--- src/rtl/hazard_control_unit_pkg.sv ---
// Shared definitions for the hazard control unit slice.
//   state_t       : control FSM state (RUN, DRAIN, HALTED), 2-bit encoding
//   ECALL_OPCODE  : major opcode of the SYSTEM/ecall instruction
//   X17_IDX       : register index of a7 (x17), which carries the ecall code
package hazard_control_unit_pkg;

   typedef enum logic [1:0] {
      RUN    = 2'd0,
      DRAIN  = 2'd1,
      HALTED = 2'd2
   } state_t;

   localparam logic [6:0] ECALL_OPCODE = 7'b1110011;
   localparam logic [4:0] X17_IDX      = 5'd17;

endpackage

--- src/rtl/hazard_control_unit_hazard_detect.sv ---
// Combinational hazard comparisons for the instruction sitting in ID.
// Ports:
//   ifIdInst_i       : instruction in ID
//   idExRd_i         : destination of the instruction in EX
//   idExMemRead_i    : EX instruction is a load
//   idExRegWrite_i   : EX instruction writes the register file
//   exMemRd_i        : destination of the instruction in MEM
//   exMemMemRead_i   : MEM instruction is a load
//   loadUseHazard_o  : ID reads a register a load in EX has not produced yet
//   ecallHazard_o    : ecall in ID cannot see a final x17 value yet
//   isEcall_o        : instruction in ID is an ecall
module hazard_detect
   import hazard_control_unit_pkg::*;
(
   input  logic [31:0] ifIdInst_i,
   input  logic [4:0]  idExRd_i,
   input  logic        idExMemRead_i,
   input  logic        idExRegWrite_i,
   input  logic [4:0]  exMemRd_i,
   input  logic        exMemMemRead_i,
   output logic        loadUseHazard_o,
   output logic        ecallHazard_o,
   output logic        isEcall_o
);

   logic [4:0] rs1;
   logic [4:0] rs2;
   logic [6:0] opcode;
   logic       unusedInstBits;

   assign rs1    = ifIdInst_i[19:15];
   assign rs2    = ifIdInst_i[24:20];
   assign opcode = ifIdInst_i[6:0];

   // funct/rd fields play no part in hazard detection
   assign unusedInstBits = ^{ifIdInst_i[31:25], ifIdInst_i[14:7]};

   // rs1/rs2 are compared whatever the format; a stall on an unused field
   // only costs a cycle, never correctness. x0 is never a real dependency.
   assign loadUseHazard_o = idExMemRead_i && (idExRd_i != 5'd0) &&
                            ((idExRd_i == rs1) || (idExRd_i == rs2));

   assign isEcall_o = (opcode == ECALL_OPCODE);

   // x17 is forwarded into ID from EX/MEM and WB, but a value still being
   // computed in EX or still being loaded in MEM is not available yet
   assign ecallHazard_o = isEcall_o &&
                          ((idExRegWrite_i && (idExRd_i == X17_IDX)) ||
                           (exMemMemRead_i && (exMemRd_i == X17_IDX)));

endmodule

--- src/rtl/hazard_control_unit.sv ---
// Pipeline hazard control: stalls on load-use and ecall hazards, drains the
// pipeline after a halting ecall and then holds the core halted until reset.
// Ports:
//   clk, reset          : clock, asynchronous active-high reset
//   IF_ID_inst          : instruction in ID
//   ID_EX_rd/_mem_read/_reg_write : EX stage destination and control
//   EX_MEM_rd/_mem_read : MEM stage destination and load flag
//   ecall_x17           : forwarded x17 value seen by ID
//   pc_write, IF_ID_write, ID_EX_bubble : stall controls
//   is_halted           : core halted
//   stall_count         : saturating count of hazard stall cycles
module hazard_control_unit
   import hazard_control_unit_pkg::*;
#(
   parameter int DRAIN_CYCLES = 3,
   parameter int HALT_CODE    = 10
) (
   input  logic        clk,
   input  logic        reset,
   input  logic [31:0] IF_ID_inst,
   input  logic [4:0]  ID_EX_rd,
   input  logic        ID_EX_mem_read,
   input  logic        ID_EX_reg_write,
   input  logic [4:0]  EX_MEM_rd,
   input  logic        EX_MEM_mem_read,
   input  logic [31:0] ecall_x17,
   output logic        pc_write,
   output logic        IF_ID_write,
   output logic        ID_EX_bubble,
   output logic        is_halted,
   output logic [31:0] stall_count
);

   localparam int CW = $clog2(DRAIN_CYCLES + 1);
   localparam logic [CW-1:0] DRAIN_LOAD = CW'(DRAIN_CYCLES - 1);

   state_t        state_q;
   logic [CW-1:0] drainCnt_q;
   logic [31:0]   stallCount_q;
   logic [31:0]   stallCount_d;

   logic loadUseHazard;
   logic ecallHazard;
   logic isEcall;
   logic stallNow;
   logic haltingEcall;

   hazard_detect uDetect (
      .ifIdInst_i      (IF_ID_inst),
      .idExRd_i        (ID_EX_rd),
      .idExMemRead_i   (ID_EX_mem_read),
      .idExRegWrite_i  (ID_EX_reg_write),
      .exMemRd_i       (EX_MEM_rd),
      .exMemMemRead_i  (EX_MEM_mem_read),
      .loadUseHazard_o (loadUseHazard),
      .ecallHazard_o   (ecallHazard),
      .isEcall_o       (isEcall)
   );

   // Hazards only matter while running; a stall always beats a halt so an
   // ecall waiting on x17 never starts the drain with a stale value
   assign stallNow     = (state_q == RUN) && (loadUseHazard || ecallHazard);
   assign haltingEcall = (state_q == RUN) && isEcall && !stallNow &&
                         (ecall_x17 == 32'(HALT_CODE));

   // Stall controls: freeze fetch and inject a bubble on a hazard or any
   // time the core is draining or halted; reset forces a free-running view
   always_comb begin
      pc_write     = 1'b1;
      IF_ID_write  = 1'b1;
      ID_EX_bubble = 1'b0;
      is_halted    = 1'b0;
      if (!reset) begin
         if (stallNow || (state_q != RUN)) begin
            pc_write     = 1'b0;
            IF_ID_write  = 1'b0;
            ID_EX_bubble = 1'b1;
         end
         is_halted = (state_q == HALTED);
      end
   end

   // Stall counter sticks at all-ones instead of wrapping
   always_comb begin
      stallCount_d = stallCount_q;
      if (stallNow && (stallCount_q != 32'hFFFF_FFFF)) begin
         stallCount_d = stallCount_q + 32'd1;
      end
   end

   assign stall_count = stallCount_q;

   // Control FSM: RUN until a halting ecall, then DRAIN_CYCLES drain cycles
   // (counter runs DRAIN_CYCLES-1 down to 0), then HALTED until reset
   always_ff @(posedge clk or posedge reset) begin
      if (reset) begin
         state_q      <= RUN;
         drainCnt_q   <= '0;
         stallCount_q <= '0;
      end else begin
         stallCount_q <= stallCount_d;
         unique case (state_q)
            RUN: begin
               if (haltingEcall) begin
                  state_q    <= DRAIN;
                  drainCnt_q <= DRAIN_LOAD;
               end
            end
            DRAIN: begin
               if (drainCnt_q == '0) begin
                  state_q <= HALTED;
               end else begin
                  drainCnt_q <= drainCnt_q - CW'(1);
               end
            end
            HALTED: begin
               state_q <= HALTED;
            end
            default: begin
               state_q <= RUN;
            end
         endcase
      end
   end

endmodule

--- config.mk ---
export PLATFORM = sky130hd
export DESIGN_NAME = hazard_control_unit
export DESIGN_NICKNAME = d
export VERILOG_FILES = /design/src/rtl/hazard_control_unit_pkg.sv /design/src/rtl/hazard_control_unit_hazard_detect.sv /design/src/rtl/hazard_control_unit.sv
export SDC_FILE = /design/constraint.sdc
export NUM_CORES = 1
export LEC_CHECK = 0
export ABC_CLOCK_PERIOD_IN_PS = 2190
export CAP_MARGIN = 20
export CORE_ASPECT_RATIO = 2
export CORE_MARGIN = 2
export CORE_UTILIZATION = 35
export CTS_CLUSTER_SIZE = 20
export DETAILED_ROUTE_END_ITERATION = 10
export DONT_BUFFER_PORTS = 1
export GPL_ROUTABILITY_DRIVEN = 0
export PLACE_DENSITY = 0.48
export SLEW_MARGIN = 20
export SYNTH_ARGS = -nofsm -noshare
export SYNTH_HDL_FRONTEND = slang
export SYNTH_HIERARCHICAL = 1
export SYNTH_SLANG_ARGS = --single-unit
--- constraint.sdc ---
create_clock -name clk -period 2.19 [get_ports clk]
set_clock_uncertainty 0.2 [all_clocks]
set_input_delay 0.3285 -clock clk [delete_from_list [all_inputs] [get_ports clk]]
set_output_delay 0.3285 -clock clk [all_outputs]
set_load 0.005 [all_outputs]
==> run metrics <==
Critical Path Fanout Max 4; clock root cell clkbuf_16; DR vias between 1500 and 2000; final-report hold violation count 0; Hold Crit Class in2reg; top post-synthesis cells by area dfrtp_1, xnor2_1, xor2_1, nand3_1, ha_1; die height between 100 and 150 µm; area taken by multi-input logic gates 1450 µm²; Cell Rows between 40 and 50; Post-synth ARST share 100%; clock buffer depth 2; number of synthesized flops with an enable pin 0; Slew HR about two thirds; required time worst endpoint around 2.2 ns; Final WS setup -0.229 ns; synthesis-stage register bit count 36; max_cap viols 0; routed wire length 6170 µm; M1 WL 1960 µm; Main synth FF type dfrtp_1; Antenna Nets Post-Route 0; number of global-route vias before repair slightly above 2000; status complete, but fails checks; GRT Util Overall 17.9%; CP Capture Type flop; synthesized area per cell just under 10 µm²; top cells by count, synth dfrtp_1, nand3_1, xnor2_1; most common cell in the synthesized netlist dfrtp_1; Hold Path Origin ecall_x17[8]; met3 wire len approximately 450 µm; Worst IR Drop VDD 0.457 mV; Final Slew Violations 0; num ports 115; RSZ-0062 raised after global routing yes; starting density of the core 36.0%; DRC viols 0; core area 6260 µm²; CTS Sinks 36; Die Width 60.8 µm; wire per inst around 17 µm; area share of the largest cell type after synthesis 39.9%; setup slack, reg-to-reg 0 ns; Nets 368; sequential-to-total area share from yosys stat between 30% and 40%; CP startpoint IF_ID_inst[23]; CTS tree done; Clock transition at path regs 0.05 ns; met2 WL 3650 µm; leakage 1.38 nW; filler instances 609; post-route clock period utilization 110%; Via density 5.38; Num CTS Buffers 5; Least-Margin Pin Slew 0.471 ns; Overflow after GRT 0; area delta synth->final 34.4%; worst r2r dst stall_count[25]$_DFFE_PP0P_; R2R Path Start state_q[0]$_DFFE_PP0P_; clk_lat worst skew 0.28 ns; Worst setup SP type input pin; DP Wirelength approximately 5000 µm; fmax a little over 400 MHz; Syn Nets 316; failing checks negative setup slack; R2R cell count 8; largest net degree at the start of global routing 37; power density cells 537 nW/µm²; top sig layer met4; H-tree levels 2; drt first pass iters 4; ratio of cells with drive above 1 in the final layout 31.0%; Sum Neg Setup Slack -1.75 ns; Tmin final 2.42 ns; area occupied by registers 901 µm²; initial antenna violation count 0; Distinct cells, synth 43; Yosys warning total 6; worst setup path endpoint stall_count[25]$_DFFE_PP0P_; Initial DRC Count 35; Worst EP arrival 2.43 ns; fin util about half; area leader, netlist dfrtp_1; final setup fails 13; total inserted antenna cells 0; mapped cell area between 2000 and 2500 µm²; Mapped Cells 231; # port buffers 0; first-pass GRT wire length 9480 µm; Die ar. about 7100 µm²; CP Class in2reg
## per-stage QoR
| step | std cells | hold WS (ns) | power (mW) | instance area, µm² | worst slack (ns) |
|---|---|---|---|---|---|
| global placement | 360 | 0.195 | 0.902 | 2710 | -0.492 |
| floorplan | 231 | 0.275 | 0.828 | 2260 | -0.324 |
| finish | 370 | 0.238 | 1.63 | 3030 | -0.229 |
| global route | 370 | 0.288 | 1.71 | 3030 | -0.334 |
| detailed placement | 360 | 0.203 | 0.905 | 2710 | -0.519 |
| CTS | 369 | 0.321 | 1.64 | 2880 | -0.236 |
## where the power goes
part	internal [mW]	switching, mW
Combinational	0.0944	0.0997
Sequential	0.692	0.0181
Clock	0.454	0.271
Total	1.24	0.389
## cell usage in the layout, fill, tap and decap left out, types with 6 or more instances in the layout
cell type	instances
and3_1	9
buf_4	46
dfrtp_1	36
ha_1	6
inv_1	9
nand2_1	11
nand3_1	21
nand4_1	12
nor2_1	11
nor3_2	6
nor4_1	8
xnor2_1	22
xor2_1	14
## cell type report
type,count,share of cell area (%)
clock buffers,8,4.83
well taps,86,3.55
repair buffers,50,12.8
flip-flops and latches,36,29.7
inverters,10,1.24
multi-input cells,180,47.9
## worst max-delay path, stage by stage
cell and delay (ns):
xor2_4 0.16, nor3_2 0.19, nand3_2 0.11, a221oi_4 0.32
o211ai_1 0.17, or4_4 0.46, a211o_4 0.32, buf_4 0.15
nor2_4 0.07, xor2_1 0.13
## state kept, by name, summed over array words and instances (netlist names)
name and count:
stall_count 32, drainCnt_q 2, state_q 2
## metal layers
| metal | up-vias | GRT usage, % |
|---|---|---|
| met1 | 961 | 16.0 |
| met4 | 0 | 6.52 |
| met2 | 88 | 34.7 |
| met5 | - | 0 |
| met3 | 6 | 5.05 |
| li1 | 937 | - |
## logic make-up (layout without fill, tap and decap cells)
| family | count (synthesis) | in the layout | synth area share (%) |
|---|---|---|---|
| multiplexers | 5 | 5 | 2.38 |
| XOR/XNOR | 39 | 39 | 15.1 |
| AO/OA/AOI/OAI | 14 | 14 | 5.21 |
| AND/OR/NAND/NOR | 116 | 116 | 31.3 |
| buffers and inverters | 15 | 68 | 2.72 |
| flip-flops | 36 | 36 | 39.9 |
| adder cells (fa/ha/maj) | 6 | 6 | 3.33 |
## repair_timing
| item | CTS | global route |
|---|---|---|
| pin swaps | 4 | 16 |
| setup buffers | 0 | 2 |
| resized for setup | 3 | 27 |
| endpoints found under the hold margin | 36 | 0 |
| hold buffers | 1 | 0 |
| setup endpoints to repair | 18 | 23 |
## worst min-delay path by stage
| stage | endpoint | cells past startpoint | slack [ns] |
|---|---|---|---|
| after CTS | stall_count[22]$_DFFE_PP0P_ | 1 | 0.32 |
| after global placement | drainCnt_q[1]$_DFFE_PP0P_ | 2 | 0.19 |
| after floorplan | stall_count[22]$_DFFE_PP0P_ | 1 | 0.28 |
| after detailed placement | drainCnt_q[1]$_DFFE_PP0P_ | 2 | 0.20 |
| after global routing | drainCnt_q[1]$_DFFE_PP0P_ | 5 | 0.29 |
| final | drainCnt_q[1]$_DFFE_PP0P_ | 5 | 0.24 |
Power figures use the tool's default switching activity.
